--- src/rtl/dcount_pacer_if.sv ---
// Control/status bundle between a sequencer and dcount_pacer.
// The auto_reload input exists only when DCOUNT_PACER_AUTORELOAD_EN is defined.
interface dcount_pacer_if #(
  parameter int unsigned PRESCALE_W = 16,
  parameter int unsigned BURST_W    = 16
) ();

  logic                  i_start;
  logic                  i_stop;
  logic [PRESCALE_W-1:0] i_prescale;
  logic [BURST_W-1:0]    i_burst_len;
`ifdef DCOUNT_PACER_AUTORELOAD_EN
  logic                  i_auto_reload;
`endif
  logic                  o_cnt_clr;
  logic                  o_d_en;
  logic                  o_busy;
  logic                  o_done;
  logic [BURST_W-1:0]    o_pulses_left;

  modport master (
`ifdef DCOUNT_PACER_AUTORELOAD_EN
    output i_auto_reload,
`endif
    output i_start,
    output i_stop,
    output i_prescale,
    output i_burst_len,
    input  o_cnt_clr,
    input  o_d_en,
    input  o_busy,
    input  o_done,
    input  o_pulses_left
  );

  modport slave (
`ifdef DCOUNT_PACER_AUTORELOAD_EN
    input  i_auto_reload,
`endif
    input  i_start,
    input  i_stop,
    input  i_prescale,
    input  i_burst_len,
    output o_cnt_clr,
    output o_d_en,
    output o_busy,
    output o_done,
    output o_pulses_left
  );

endinterface

--- src/rtl/dcount_pacer.sv ---
// Paces a 16-bit down-counter: clear pulse per run, then d_en pulses every prescale+1 cycles.
// Define DCOUNT_PACER_AUTORELOAD_EN to let DONE restart the run when auto_reload is high.
module dcount_pacer #(
  parameter int unsigned PRESCALE_W = 16,
  parameter int unsigned BURST_W    = 16
) (
  input  logic           i_clock,
  input  logic           i_rst_n,
  dcount_pacer_if.slave  bus
);

  typedef enum logic [1:0] {
    StIdle  = 2'd0,
    StClear = 2'd1,
    StRun   = 2'd2,
    StDone  = 2'd3
  } state_e;

  state_e                r_state;
  logic [PRESCALE_W-1:0] r_prescaler;
  logic [PRESCALE_W-1:0] r_cfg_p;
  logic [BURST_W-1:0]    r_cfg_b;
  logic [BURST_W-1:0]    r_pulses_left;

  state_e                w_state_d;
  logic [PRESCALE_W-1:0] w_prescaler_d;
  logic [PRESCALE_W-1:0] w_cfg_p_d;
  logic [BURST_W-1:0]    w_cfg_b_d;
  logic [BURST_W-1:0]    w_pulses_left_d;

  logic                  w_d_en;
  logic                  w_burst_mode;
  logic                  w_last_pulse;
  logic                  w_reload;

  assign w_d_en       = (r_state == StRun) && (r_prescaler == '0);
  assign w_burst_mode = (r_cfg_b != '0);
  assign w_last_pulse = w_d_en && w_burst_mode && (r_pulses_left == BURST_W'(1));

`ifdef DCOUNT_PACER_AUTORELOAD_EN
  assign w_reload = bus.i_auto_reload && !bus.i_stop;
`else
  assign w_reload = 1'b0;
`endif

  always_ff @(posedge i_clock or negedge i_rst_n) begin
    if (!i_rst_n) begin
      r_state       <= StIdle;
      r_prescaler   <= '0;
      r_cfg_p       <= '0;
      r_cfg_b       <= '0;
      r_pulses_left <= '0;
    end else begin
      r_state       <= w_state_d;
      r_prescaler   <= w_prescaler_d;
      r_cfg_p       <= w_cfg_p_d;
      r_cfg_b       <= w_cfg_b_d;
      r_pulses_left <= w_pulses_left_d;
    end
  end

  always_comb begin
    w_state_d       = r_state;
    w_prescaler_d   = r_prescaler;
    w_cfg_p_d       = r_cfg_p;
    w_cfg_b_d       = r_cfg_b;
    w_pulses_left_d = r_pulses_left;

    unique case (r_state)
      StIdle: begin
        // stop wins over a simultaneous start
        if (bus.i_start && !bus.i_stop) begin
          w_state_d       = StClear;
          w_cfg_p_d       = bus.i_prescale;
          w_cfg_b_d       = bus.i_burst_len;
          w_pulses_left_d = bus.i_burst_len;
        end
      end

      StClear: begin
        if (bus.i_stop) begin
          w_state_d = StIdle;
        end else begin
          w_state_d     = StRun;
          w_prescaler_d = r_cfg_p;
        end
      end

      StRun: begin
        if (w_d_en) begin
          w_prescaler_d = r_cfg_p;
          if (w_burst_mode && (r_pulses_left != '0)) begin
            w_pulses_left_d = r_pulses_left - BURST_W'(1);
          end
        end else begin
          w_prescaler_d = r_prescaler - PRESCALE_W'(1);
        end

        // A pulse visible this cycle is still counted even when stop aborts the run.
        if (bus.i_stop) begin
          w_state_d = StIdle;
        end else if (w_last_pulse) begin
          w_state_d = StDone;
        end
      end

      StDone: begin
        if (w_reload) begin
          w_state_d       = StClear;
          w_cfg_p_d       = bus.i_prescale;
          w_cfg_b_d       = bus.i_burst_len;
          w_pulses_left_d = bus.i_burst_len;
        end else begin
          w_state_d = StIdle;
        end
      end

      default: begin
        w_state_d = StIdle;
      end
    endcase
  end

  // Moore outputs: all decoded from registered state, so reset clears them at once.
  assign bus.o_cnt_clr     = (r_state == StClear);
  assign bus.o_d_en        = w_d_en;
  assign bus.o_busy        = (r_state != StIdle);
  assign bus.o_done        = (r_state == StDone);
  assign bus.o_pulses_left = r_pulses_left;

endmodule

--- src/flat_wrapper.sv ---
// flat-port wrapper written by rule: the top's interface ports become plain ports
module dcount_pacer_flat 
#(
  parameter int unsigned PRESCALE_W = 16,
  parameter int unsigned BURST_W    = 16
)
  (i_clock, i_rst_n, bus_i_start, bus_i_stop, bus_i_prescale, bus_i_burst_len, bus_o_cnt_clr, bus_o_d_en, bus_o_busy, bus_o_done, bus_o_pulses_left);
  dcount_pacer_if #(.PRESCALE_W(PRESCALE_W), .BURST_W(BURST_W)) bus_i ();
  input  logic i_clock;
  input  logic i_rst_n;
  input wire logic [$bits(bus_i.i_start)-1:0] bus_i_start;
  input wire logic [$bits(bus_i.i_stop)-1:0] bus_i_stop;
  input wire logic [$bits(bus_i.i_prescale)-1:0] bus_i_prescale;
  input wire logic [$bits(bus_i.i_burst_len)-1:0] bus_i_burst_len;
  output wire logic [$bits(bus_i.o_cnt_clr)-1:0] bus_o_cnt_clr;
  output wire logic [$bits(bus_i.o_d_en)-1:0] bus_o_d_en;
  output wire logic [$bits(bus_i.o_busy)-1:0] bus_o_busy;
  output wire logic [$bits(bus_i.o_done)-1:0] bus_o_done;
  output wire logic [$bits(bus_i.o_pulses_left)-1:0] bus_o_pulses_left;
  assign bus_i.i_start = bus_i_start;
  assign bus_i.i_stop = bus_i_stop;
  assign bus_i.i_prescale = bus_i_prescale;
  assign bus_i.i_burst_len = bus_i_burst_len;
  assign bus_o_cnt_clr = bus_i.o_cnt_clr;
  assign bus_o_d_en = bus_i.o_d_en;
  assign bus_o_busy = bus_i.o_busy;
  assign bus_o_done = bus_i.o_done;
  assign bus_o_pulses_left = bus_i.o_pulses_left;
  dcount_pacer #(.PRESCALE_W(PRESCALE_W), .BURST_W(BURST_W)) u_core (.i_clock(i_clock), .i_rst_n(i_rst_n), .bus(bus_i));
endmodule
--- config.mk ---
export PLATFORM = sky130hd
export DESIGN_NAME = dcount_pacer_flat
export DESIGN_NICKNAME = d
export VERILOG_FILES = /design/src/rtl/dcount_pacer_if.sv /design/src/rtl/dcount_pacer.sv /design/src/flat_wrapper.sv
export SDC_FILE = /design/constraint.sdc
export NUM_CORES = 1
export LEC_CHECK = 0
export CORE_UTILIZATION = 46
export CTS_BUF_LIST = sky130_fd_sc_hd__clkbuf_8
export CTS_CLUSTER_DIAMETER = 100
export CTS_CLUSTER_SIZE = 24
export DETAILED_ROUTE_END_ITERATION = 16
export GPL_TIMING_DRIVEN = 0
export HOLD_SLACK_MARGIN = 0.08
export PLACE_DENSITY = 0.7
export SLEW_MARGIN = 10
export SYNTH_ARGS = -nofsm -noshare
export SYNTH_HDL_FRONTEND = slang
export SYNTH_SLANG_ARGS = --single-unit
--- constraint.sdc ---
create_clock -name i_clock -period 3.3 [get_ports i_clock]
set_input_delay 0.66 -clock i_clock [delete_from_list [all_inputs] [get_ports i_clock]]
set_output_delay 0.66 -clock i_clock [all_outputs]
set_load 0.03 [all_outputs]
==> metrics.csv <==
stage;metric;value;unit
drt;Via-to-Cell Ratio;5.85;
finish;Final nets;518;
job;max-cap viol count;0;
logic_synthesis;sequential-to-total area share from yosys stat;47.6;%
finish;Layout area overhead;27.4;%
logic_synthesis;Syn Nets;451;
drt;DR DRC count;0;
logic_synthesis;top_reg_cell synth;dfrtp_1;
power;LEAKAGE;1.88;nW
logic_synthesis;#FFs+latches synth;66;
logic_synthesis;Distinct cells, synth;51;
place;DPL Wire Length;6730;um
cts;Clock Tree Buf Depth;2;
cts;CTS tree;yes;
setup_path;R2R cell count;6;
logic_synthesis;syn_area_per_cell;8.46;um2
setup_path;FF-to-FF Start;u_core.bus.o_pulses_left[8];
cts;Num CTS Buffers;9;
drt;drt first pass iters;8;
power;Tot Pwr;2.89;mW
floorplanning;Die X;88.8;um
global_route;gr usage total;26.2;%
setup_path;Setup crit start kind;flip-flop;
place;Port Buffers;55;
sta;Slew Limit Fails;0;
sta;unrepaired setup endpoints after global routing;false;
setup_path;R2R Path End;u_core.bus.o_pulses_left[13];
power;Power Dens Cells;653;nW/um2
logic_synthesis;Area contributors post-synth;dfrtp_1, nand2_1, a21oi_1;
place;Placed Instances;565;
outcome;status;complete, no violations;
floorplanning;Die ar.;7890;um2
sta;setup TNS;0;ns
finish;ANT cells;0;
sta;worst-margin pin slew;0.888;ns
logic_synthesis;area leader, netlist;dfrtp_1;
global_route;initial antenna violation count;0;
cts;H-tree levels;3;
setup_path;crit path DAT;2.45;ns
floorplanning;initial core utilization;47.8;%
drt;initial DRC count;356;
setup_path;crit end category;output pin;
sta;final setup violation count;0;
floorplanning;total core area;7250;um2
place;Placement Cell Area;4160;um2
logic_synthesis;Synth Warn #;0;
sta;Max Clk Rate;0.321;GHz
sta;Min Hold Slack;0.200;ns
place;Final Wtd Congestion;0.858;
finish;fin cells;581;
setup_path;worst setup path startpoint;u_core.r_state[0];
logic_synthesis;ys async rst share;100;%
sta;Tmin final;3.11;ns
sta;final hold vios;0;
sta;max_slew headroom;40.3;%
cts;clk sink count;66;
global_route;vias in the first global route;3017;
setup_path;required time of the critical path;2.64;ns
setup_path;crit path to;bus_o_d_en;
floorplanning;die height;88.8;um
setup_path;crit path kind;reg2out;
sta;fin crit share;94.3;%
power;worst vdd ir;0.241;mV
global_route;largest net degree at the start of global routing;43;
floorplanning;Cell Rows;31;
logic_synthesis;top-area cell type share of the netlist area;47.6;%
global_route;total global routing overflow;0;
finish;fin area;4420;um2
drt;via count;3399;
setup_path;reg2reg setup slack;0.80;ns
cts;setup bufs post-CTS;0;
setup_path;critical path fanouts, max;10;
logic_synthesis;Post-synth EDFFs;0;
floorplanning;# IOs;56;
global_route;first-pass GRT wire length;15300;um
logic_synthesis;Post-Syn Area;3470;um2
logic_synthesis;Syn Inst Count;410;
drt;wire per inst;16.3;um
drt;DRT antenna net count;0;
finish;ratio of cells with drive above 1 in the final layout;6.22;%
drt;routed wire length;9460;um
hold_path;HP Class;in2async;
sta;worst-case clock skew;0.00931;ns
cts;Clk Latency, worst-skew pair;0.35;ns
cts;root buffer cell;clkbuf_8;
cts;Clock transition at path regs;0.07;ns
==> critical path, cell delays in order (launching register included) <==
cell and delay [ns]:
dfrtp_1 0.39, nand2b_1 0.19, clkbuf_1 0.44, clkbuf_2 0.37
nor2_1 0.11, clkdlybuf4s50_1 0.60
==> Yosys cell counts (4+ instances only) <==
cell type  count
nand2_1      107
dfrtp_1       66
nor2_1        29
a21oi_1       27
o21ai_0       22
clkbuf_1      19
nand3_1       17
nor3_1        13
nor4_1        12
a31oi_1       10
inv_1          9
o22a_1         7
o211ai_1       6
ha_1           5
o21a_1         4
==> logic make-up after synthesis <==
logic type,after synthesis,share of synthesized area [%]
AO/OA/AOI/OAI,99,18.8
adder cells (fa/ha/maj),5,1.80
buffers and inverters,33,4.15
flip-flops,66,47.6
AND/OR/NAND/NOR,207,27.6
==> stage by stage <==
stage / utilization [%] / setup slack, ns
2_1_floorplan: - / 0.962
3_3_place_gp: 57.1 / -0.659
3_5_place_dp: 57.4 / 0.389
4_1_cts: 60.8 / 0.0211
5_1_grt: 60.9 / 0.0581
6_report: 60.9 / 0.189
==> layer usage <==
| layer | up-vias | track usage (%) | wire [um] |
|---|---|---|---|
| met5 | - | 0 | 0 |
| met4 | 0 | 8.21 | 165 |
| met3 | 20 | 7.18 | 803 |
| met2 | 167 | 37.0 | 4050 |
| met1 | 1611 | 38.8 | 4440 |
| li1 | 1601 | - | - |
==> final cells by class <==
type                    instances  area [um2]
clock inverters                 6         114
repair buffers                 56         568
inverters                       9        33.8
well taps                      99         124
fillers                       647        2830
multi-input cells             311        1680
plain buffers                  24         111
flip-flops and latches         66        1650
clock buffers                  10         138
==> layout by cell type, fill, tap and decap left out, types with 2 or more instances in the layout <==
master and count:
a41oi_1 2, o21a_1 4, nor3_1 13, a211oi_1 3, and2_1 2, o211ai_1 6, nand2_1 107, clkbuf_8 10
nand4_1 3, o21ai_0 22, or4_1 3, or3_1 3, clkinvlp_4 2, a22oi_1 2, o22a_1 7, inv_1 9
clkbuf_1 19, dfrtp_1 66, o22ai_1 2, nor4_1 12, ha_1 5, clkdlybuf4s50_1 54, nor2_1 29, bufinv_16 3
nand3_1 17, and3_1 2, a2bb2oi_1 2, o311ai_0 3, a21oi_1 27, a31oi_1 10, nand2b_1 2, nor3b_1 3
==> flip-flops by register name (all words and copies together) (netlist names) <==
signal                    flops
u_core.r_cfg_b               16
u_core.r_prescaler           16
u_core.r_cfg_p               16
u_core.r_state                2
u_core.bus.o_pulses_left     16
==> worst min path at each step <==
stage	slack [ns]	start	cells past startpoint	to
CTS	0.20	i_rst_n	1	u_core.r_cfg_p[12]
finish	0.20	i_rst_n	1	u_core.r_cfg_p[0]
floorplan	0.36	i_rst_n	0	u_core.bus.o_pulses_left[0]
detailed placement	0.46	u_core.r_cfg_b[13]	2	u_core.r_cfg_b[13]
global placement	0.46	u_core.r_cfg_b[8]	2	u_core.r_cfg_b[8]
global route	0.21	i_rst_n	1	u_core.r_cfg_p[12]
==> power by group <==
group	internal, mW	leakage (nW)	switching, mW	total (mW)
Sequential	1.01	0.807	0.221	1.23
Clock	0.523	0.119	0.328	0.851
Combinational	0.333	0.956	0.471	0.804
Total	1.87	1.88	1.02	2.89
==> timing repair <==
action / CTS / global route
hold endpoints to repair: 0 / 0
hold buffers: 0 / 0
endpoints found under the setup margin: 0 / 1
resized for setup: 0 / 2
Power figures use the tool's default switching activity.
